`src/rtl/int_sqrt_bcd_engine.sv`:
```
// Multi-cycle integer square root with remainder, one root bit per cycle.
// Define SQRT_BCD_EN to add a sequential double-dabble stage and bcd port.
module int_sqrt_bcd_engine #(
  parameter int WIDTH  = 8,
  parameter int DIGITS = 2
) (
  input  logic               clk,
  input  logic               clr,
  input  logic               start,
  input  logic [WIDTH-1:0]   a,
  output logic               busy,
  output logic               done,
  output logic [WIDTH/2-1:0] sqrt,
  output logic [WIDTH/2:0]   rem
`ifdef SQRT_BCD_EN
  ,
  output logic [4*DIGITS-1:0] bcd
`endif
);

  localparam int R  = WIDTH / 2;
  localparam int CW = $clog2(R + 1);

  if (WIDTH < 2 || (WIDTH % 2) != 0) begin : g_bad_width
    $error("WIDTH must be even and >= 2");
  end
  if (10 ** DIGITS <= 2 ** R - 1) begin : g_bad_digits
    $error("DIGITS too small for root range");
  end

  typedef enum logic [1:0] {
    S_IDLE,
    S_ROOT,
    S_BCD,
    S_DONE
  } state_t;

  state_t state;
  state_t state_n;

  logic [WIDTH-1:0] opnd;
  logic [R+2:0]     r;
  logic [R-1:0]     q;
  logic [CW-1:0]    cnt;

  logic [R+2:0]     rp;
  logic [R+2:0]     diff;
  logic [R+2:0]     r_n;
  logic [R-1:0]     q_n;
  logic             fits;
  logic             last;
  logic             accept;

  assign last   = (cnt == CW'(1));
  assign accept = start && (state == S_IDLE || state == S_DONE);

  always_ff @(posedge clk) begin
    if (clr) state <= S_IDLE;
    else     state <= state_n;
  end

  always_comb begin
    state_n = state;
    unique case (state)
      S_IDLE: if (start) state_n = S_ROOT;
`ifdef SQRT_BCD_EN
      S_ROOT: if (last) state_n = S_BCD;
      S_BCD:  if (last) state_n = S_DONE;
`else
      S_ROOT: if (last) state_n = S_DONE;
`endif
      S_DONE: state_n = start ? S_ROOT : S_IDLE;
      default: state_n = S_IDLE;
    endcase
  end

  always_comb begin
    busy = (state == S_ROOT) || (state == S_BCD);
    done = (state == S_DONE);
  end

  // Working remainder stays non-negative: a failed trial keeps r'.
  always_comb begin
    rp   = (r << 2) | (R+3)'(opnd[WIDTH-1 -: 2]);
    diff = rp - {1'b0, q, 2'b01};
    fits = ~diff[R+2];
    r_n  = fits ? diff : rp;
    q_n  = (q << 1) | R'(fits);
  end

`ifdef SQRT_BCD_EN
  logic [R-1:0]        bin;
  logic [4*DIGITS-1:0] dd;
  logic [4*DIGITS-1:0] adj;
  logic [4*DIGITS-1:0] dd_n;

  always_comb begin
    adj = dd;
    for (int d = 0; d < DIGITS; d++) begin
      if (dd[4*d +: 4] >= 4'd5) adj[4*d +: 4] = dd[4*d +: 4] + 4'd3;
    end
    dd_n = (adj << 1) | (4*DIGITS)'(bin[R-1]);
  end
`endif

  always_ff @(posedge clk) begin
    if (clr) begin
      opnd <= '0;
      r    <= '0;
      q    <= '0;
      cnt  <= '0;
      sqrt <= '0;
      rem  <= '0;
`ifdef SQRT_BCD_EN
      bin  <= '0;
      dd   <= '0;
      bcd  <= '0;
`endif
    end else if (accept) begin
      opnd <= a;
      r    <= '0;
      q    <= '0;
      cnt  <= CW'(R);
    end else if (state == S_ROOT) begin
      opnd <= opnd << 2;
      r    <= r_n;
      q    <= q_n;
      cnt  <= cnt - CW'(1);
      if (last) begin
`ifdef SQRT_BCD_EN
        bin <= q_n;
        dd  <= '0;
        cnt <= CW'(R);
`else
        sqrt <= q_n;
        rem  <= r_n[R:0];
`endif
      end
    end
`ifdef SQRT_BCD_EN
    else if (state == S_BCD) begin
      bin <= bin << 1;
      dd  <= dd_n;
      cnt <= cnt - CW'(1);
      if (last) begin
        sqrt <= q;
        rem  <= r[R:0];
        bcd  <= dd_n;
      end
    end
`endif
  end

endmodule

```
`config.mk`:
```
export PLATFORM = sky130hd
export DESIGN_NAME = int_sqrt_bcd_engine
export DESIGN_NICKNAME = d
export VERILOG_FILES = /design/src/rtl/int_sqrt_bcd_engine.sv
export SDC_FILE = /design/constraint.sdc
export NUM_CORES = 1
export LEC_CHECK = 0
export BUFFER_PORTS_ARGS = -buffer_cell sky130_fd_sc_hd__buf_2
export CAP_MARGIN = 10
export CORE_MARGIN = 2
export CORE_UTILIZATION = 45
export CTS_BUF_LIST = sky130_fd_sc_hd__clkbuf_16
export CTS_CLUSTER_DIAMETER = 30
export CTS_CLUSTER_SIZE = 40
export DETAILED_ROUTE_END_ITERATION = 7
export PLACE_DENSITY = 0.72
export SLEW_MARGIN = 20
export SYNTH_ARGS = -nofsm -noshare
export SYNTH_HDL_FRONTEND = slang
export SYNTH_SLANG_ARGS = --single-unit
```
`constraint.sdc`:
```
create_clock -name clk -period 2 [get_ports clk]
set_input_delay 0 -clock clk [delete_from_list [all_inputs] [get_ports clk]]
set_output_delay 0 -clock clk [all_outputs]
set_load 0.01 [all_outputs]
```
# Word-level counts from Yosys, hierarchy flattened
# Index checks and enable logic that the tools add are counted.
[op_classes]
add_sub_neg = 2
n_eq_ne = 6
mux = 9
bitwise_logic = 4
reduce_logical = 8
[ops]
columns = ["operator", "n"]
rows = [
  ["8-bit two-way mux", 2],
  ["7-bit by 2-bit bitwise OR with 7-bit output", 1],
  ["7-bit by 6-bit subtractor with 7-bit output", 1],
  ["3-bit two-way mux", 2],
  ["2-bit one-hot mux with 3 select lines", 1],
  ["5-bit two-way mux", 1],
  ["2-bit == test, second input constant", 2],
  ["2-bit two-way mux", 2],
  ["2-bit inequality test, second input constant", 2],
  ["4-bit by 1-bit bitwise OR with 4-bit output", 1],
  ["3-bit by 1-bit == test with 1-bit output, second input constant", 1],
  ["3-bit AND reduction", 1],
  ["3-bit by 1-bit subtractor with 3-bit output, second input constant", 1],
  ["2-bit by 1-bit == test with 1-bit output, second input constant", 1],
  ["2-bit zero test", 1],
  ["1-bit logical OR", 2],
  ["1-bit NOT", 2],
  ["2-bit AND reduction", 1],
  ["2-bit nonzero test", 1],
  ["2-bit OR reduction", 1],
  ["1-bit logical AND", 1],
  ["1-bit two-way mux", 1],
]
[totals]
register_bits = 31
elab_cells = 37

# Longest topological paths before layout
[logic_depth]
word_depth = 5
depth_mapped = 8
depth_no_buf = 8

# Worst setup path after synthesis
# Ideal clock, no wire load.
[synth_path]
path_type = "register to register"
from = "register q[0]"
to = "register rem[1]"
setup_time_ns = 0.120
arrival_ns = 1.761
setup_slack_ns = 0.119
path_stages_with_launch = 9
path_buffers = 0
period_less_slack_ns = 1.881
cell_sequence = "dfxtp_1 > inv_1 > ha_1 > nor2b_4 > o2111ai_2 > nand3_2 > xor2_4 > nor4_1 > a211o_2"
[synth_between]
elab_chain_cells = 2
[synth_rtl]
columns = ["element", "line_no", "source"]
rows = [
  ["from (decl)", "43", "logic [R-1:0] q;"],
  ["from (signal assigned)", "127", "q <= q_n;"],
  ["7-bit by 6-bit subtractor with 7-bit output", "85", "diff = rp - {1'b0, q, 2'b01};"],
  ["5-bit two-way mux", "87", "r_n = fits ? diff : rp;"],
  ["to (signal assigned)", "136", "rem <= r_n[R:0];"],
  ["to (decl)", "14", "output logic [WIDTH/2:0] rem"],
]
# Every way passes these cells.
# A chain may end at the register's enable or synchronous reset.

# Final worst setup path
[layout_path]
from = "register r[0]"
to = "register rem[3]"
[layout_between]
elab_chain_cells = 3
[layout_rtl]
columns = ["element", "line_no", "source"]
rows = [
  ["from (decl)", "42", "logic [R+2:0] r;"],
  ["from (signal assigned)", "126", "r <= r_n;"],
  ["7-bit by 2-bit bitwise OR with 7-bit output", "84", "rp = (r << 2) | (R+3)'(opnd[WIDTH-1 -: 2]);"],
  ["7-bit by 6-bit subtractor with 7-bit output", "85", ""],
  ["5-bit two-way mux", "87", ""],
]
# Every way passes these cells.

==> metrics.yaml <==
synthesis:
  netlist_area_sq_mm: 0.00160
  yosysTopAreaCell: "dfxtp_1"
  synthArstFlopShare: 0
  syn_avg_cell_area_sq_um: 9.11
  synth_edf_count: 0
  synth_top_area_share: 0.387
  yosysSeqAreaShare: 0.387
  ys_ff_latch: 31
  ys.warnings.count: 0
  netlist_top_cells_area: "dfxtp_1 (39%), ha_1 (7.8%), mux2i_1 (7.5%)"
  syn_inst: 176
  syn_nets: 197
  synth.distinct_cells: 41
  ys.flop_type: "dfxtp_1"
power:
  p_clk_frac: 0.339
  p_sw_mw: 0.785
  leakagePower_nw: 0.840
  power_density_mw_per_mm2: 1220
  power_frac_comb: 0.364
  power_frac_seq: 0.298
  p_int_mw: 1.71
  irDropWorstVdd_mv: 0.571
  sw_frac_of_total: 0.314
routing:
  dr.pass1.iters: 4
  highest_layer: "met4"
  route.met3.wl_microns: 109
  wl_met1_mm: 1.67
  drc: 0
  wl_mm: 3.40
  met2_length_mm: 1.54
  ant_nets: 0
  post_drt_wl_per_cell_microns: 13.2
  via_count: 1318
  viasPerCell: 5.13
  drt_iter0_drc: 52
timing:
  period_needed_ns: 1.93
  period_share: 0.967
  setup-violations-final: 0
  hold_viol_final: 0
  skew_ns: 0.00364
  whs_ns: 0.00666
  drv_slew: 0
  fin_setup_tns_ns: 0
  fmax_mhz: 517
  relSlewSlack: 0.675
  worst_pin_slew_ns: 0.488
  fin_ws_ns: 0.0655
place:
  port_buffers: 21
  dp_hpwl_mm: 2.18
  gp_congestion: 0.814
  post-place-ws_ns: -0.00837
floorplanning:
  fp.dieW_microns: 63.7
  fp.dieH_microns: 63.7
  dieArea_sq_mm: 0.00406
  initial_core_util: 0.473
  pin_count: 22
  coreArea_sq_mm: 0.00339
  rows: 21
cells_and_area:
  final_common_cell: "dfxtp_1"
  layout_common_cells: "dfxtp_1 (30), buf_2 (21), nor2_1 (20), nand2_1 (13)"
  nFillCells: 301
  layout-drive-gt1-share: 0.275
  syn_to_final_growth_pct: 27.4
  antenna_cells: 0
  final_nets: 231
clocking:
  htree_levels: 2
  clkSinkCount: 31
  cts_made_buffers: 5
  cts-root-to-sink-buffers: 2
  cts_tree: "yes"
  cts.clk_slew.worst_paths_ns: 0.05
  clockRootBuffer: "clkbuf_16"
  clk_latency_ns: 0.28
global_routing:
  grt_remaining_overflow: 0
  grt_pass1_wl_mm: 5.36
  globalRouteTotalUtil: 0.171
  grt_max_degree: 26
  grt_pass1_vias: 1190
  antenna_found_initial: 0
worst_setup_path:
  cp_slowest_stage_delay_ns: 0.41
  cp.arrival_ns: 2.08
  cp-end-kind: "flip-flop"
  crit_chain: "ha_4, nor2b_4, o2111ai_2, nand3_2, xor2_4, mux2i_2, a211oi_2"
  crit_fanout: 5
  cp_slowest_cell: "dfxtp_1"
  required_ns: 2.14
  criticalPathCategory: "reg -> reg"
  startpoint_type: "flip-flop"
outcome:
  outcome: "complete, no violations"
worst_hold_path:
  hp-class: "in -> reg"
run:
  cap_violations: 0
==> repair_timing <==
action,in CTS,in global routing
endpoints found under the setup margin,3,9
resized for setup,0,8
hold buffers,2,0
hold endpoints to repair,2,0
setup buffers,1,2
pin swaps,0,4
==> synthesized netlist by cell type (all sizes together) (5+ instances only) <==
cell     n
a211oi  11
a21oi   13
buf      5
dfxtp   31
ha      10
inv     12
mux2i   12
nand2   13
nor2    20
==> registers in the layout (all words and copies together) (netlist names) <==
name   cells
opnd       8
r          5
rem        5
q          4
sqrt       4
cnt        3
state      2
==> cells by family after synthesis <==
logic type | synth area share
adder cells (fa/ha/maj) | 0.0781
XOR/XNOR | 0.0500
buffers and inverters | 0.0562
multiplexers | 0.0749
flip-flops | 0.387
AND/OR/NAND/NOR | 0.181
AO/OA/AOI/OAI | 0.173
==> per-stage QoR <==
step	util	cells	power, mW	area, sq um
detailed placement	0.530	244	1.51	1800
global placement	0.530	244	1.50	1800
floorplan	-	176	1.35	1600
finish	0.602	257	2.50	2040
global route	0.602	257	2.62	2040
CTS	0.586	255	2.39	1990
==> final timing paths <==
check | to | cells after the start | start | slack [ns]
max | rem[3] | 7 | r[0] | 0.07
min | opnd[6] | 3 | a[6] | 0.007
max reg2reg | rem[3] | 7 | r[0] | 0.07
min reg2reg | sqrt[1] | 2 | sqrt[1] | 0.45
==> metal layers <==
layer | global-route usage | vias up
li1 | - | 681
met1 | 0.217 | 606
met2 | 0.263 | 22
met3 | 0.0429 | 9
met4 | 0.0978 | 0
met5 | 0 | -
==> power by group through the flow <==
stage	clock network [mW]	registers, mW	logic [mW]
after floorplan	0	0.742	0.608
after global placement	0	0.749	0.755
after detailed placement	0	0.751	0.764
after CTS	0.859	0.739	0.796
after global routing	0.880	0.749	0.992
final	0.846	0.744	0.909
==> area by class of cell <==
cell class | count | area, sq um | area share
Multi-Input combinational cell | 124 | 927 | 0.454
Inverter | 12 | 45.0 | 0.0221
Sequential cell | 31 | 622 | 0.305
Clock inverter | 3 | 38.8 | 0.0190
Tap cell | 46 | 57.6 | 0.0282
Clock buffer | 5 | 125 | 0.0613
Timing Repair Buffer | 36 | 226 | 0.111
==> worst max-delay path: cells and delay by family, from the launching register on <==
family / cells / cell delay (ns)
adders and majority gates: 1 / 0.23
muxes: 1 / 0.31
xor gates and xnor gates: 1 / 0.28
and+or+nand+nor: 2 / 0.27
DFF: 1 / 0.41
AOI/OAI and AO/OA: 2 / 0.29
(Power assumes the default switching activity.)
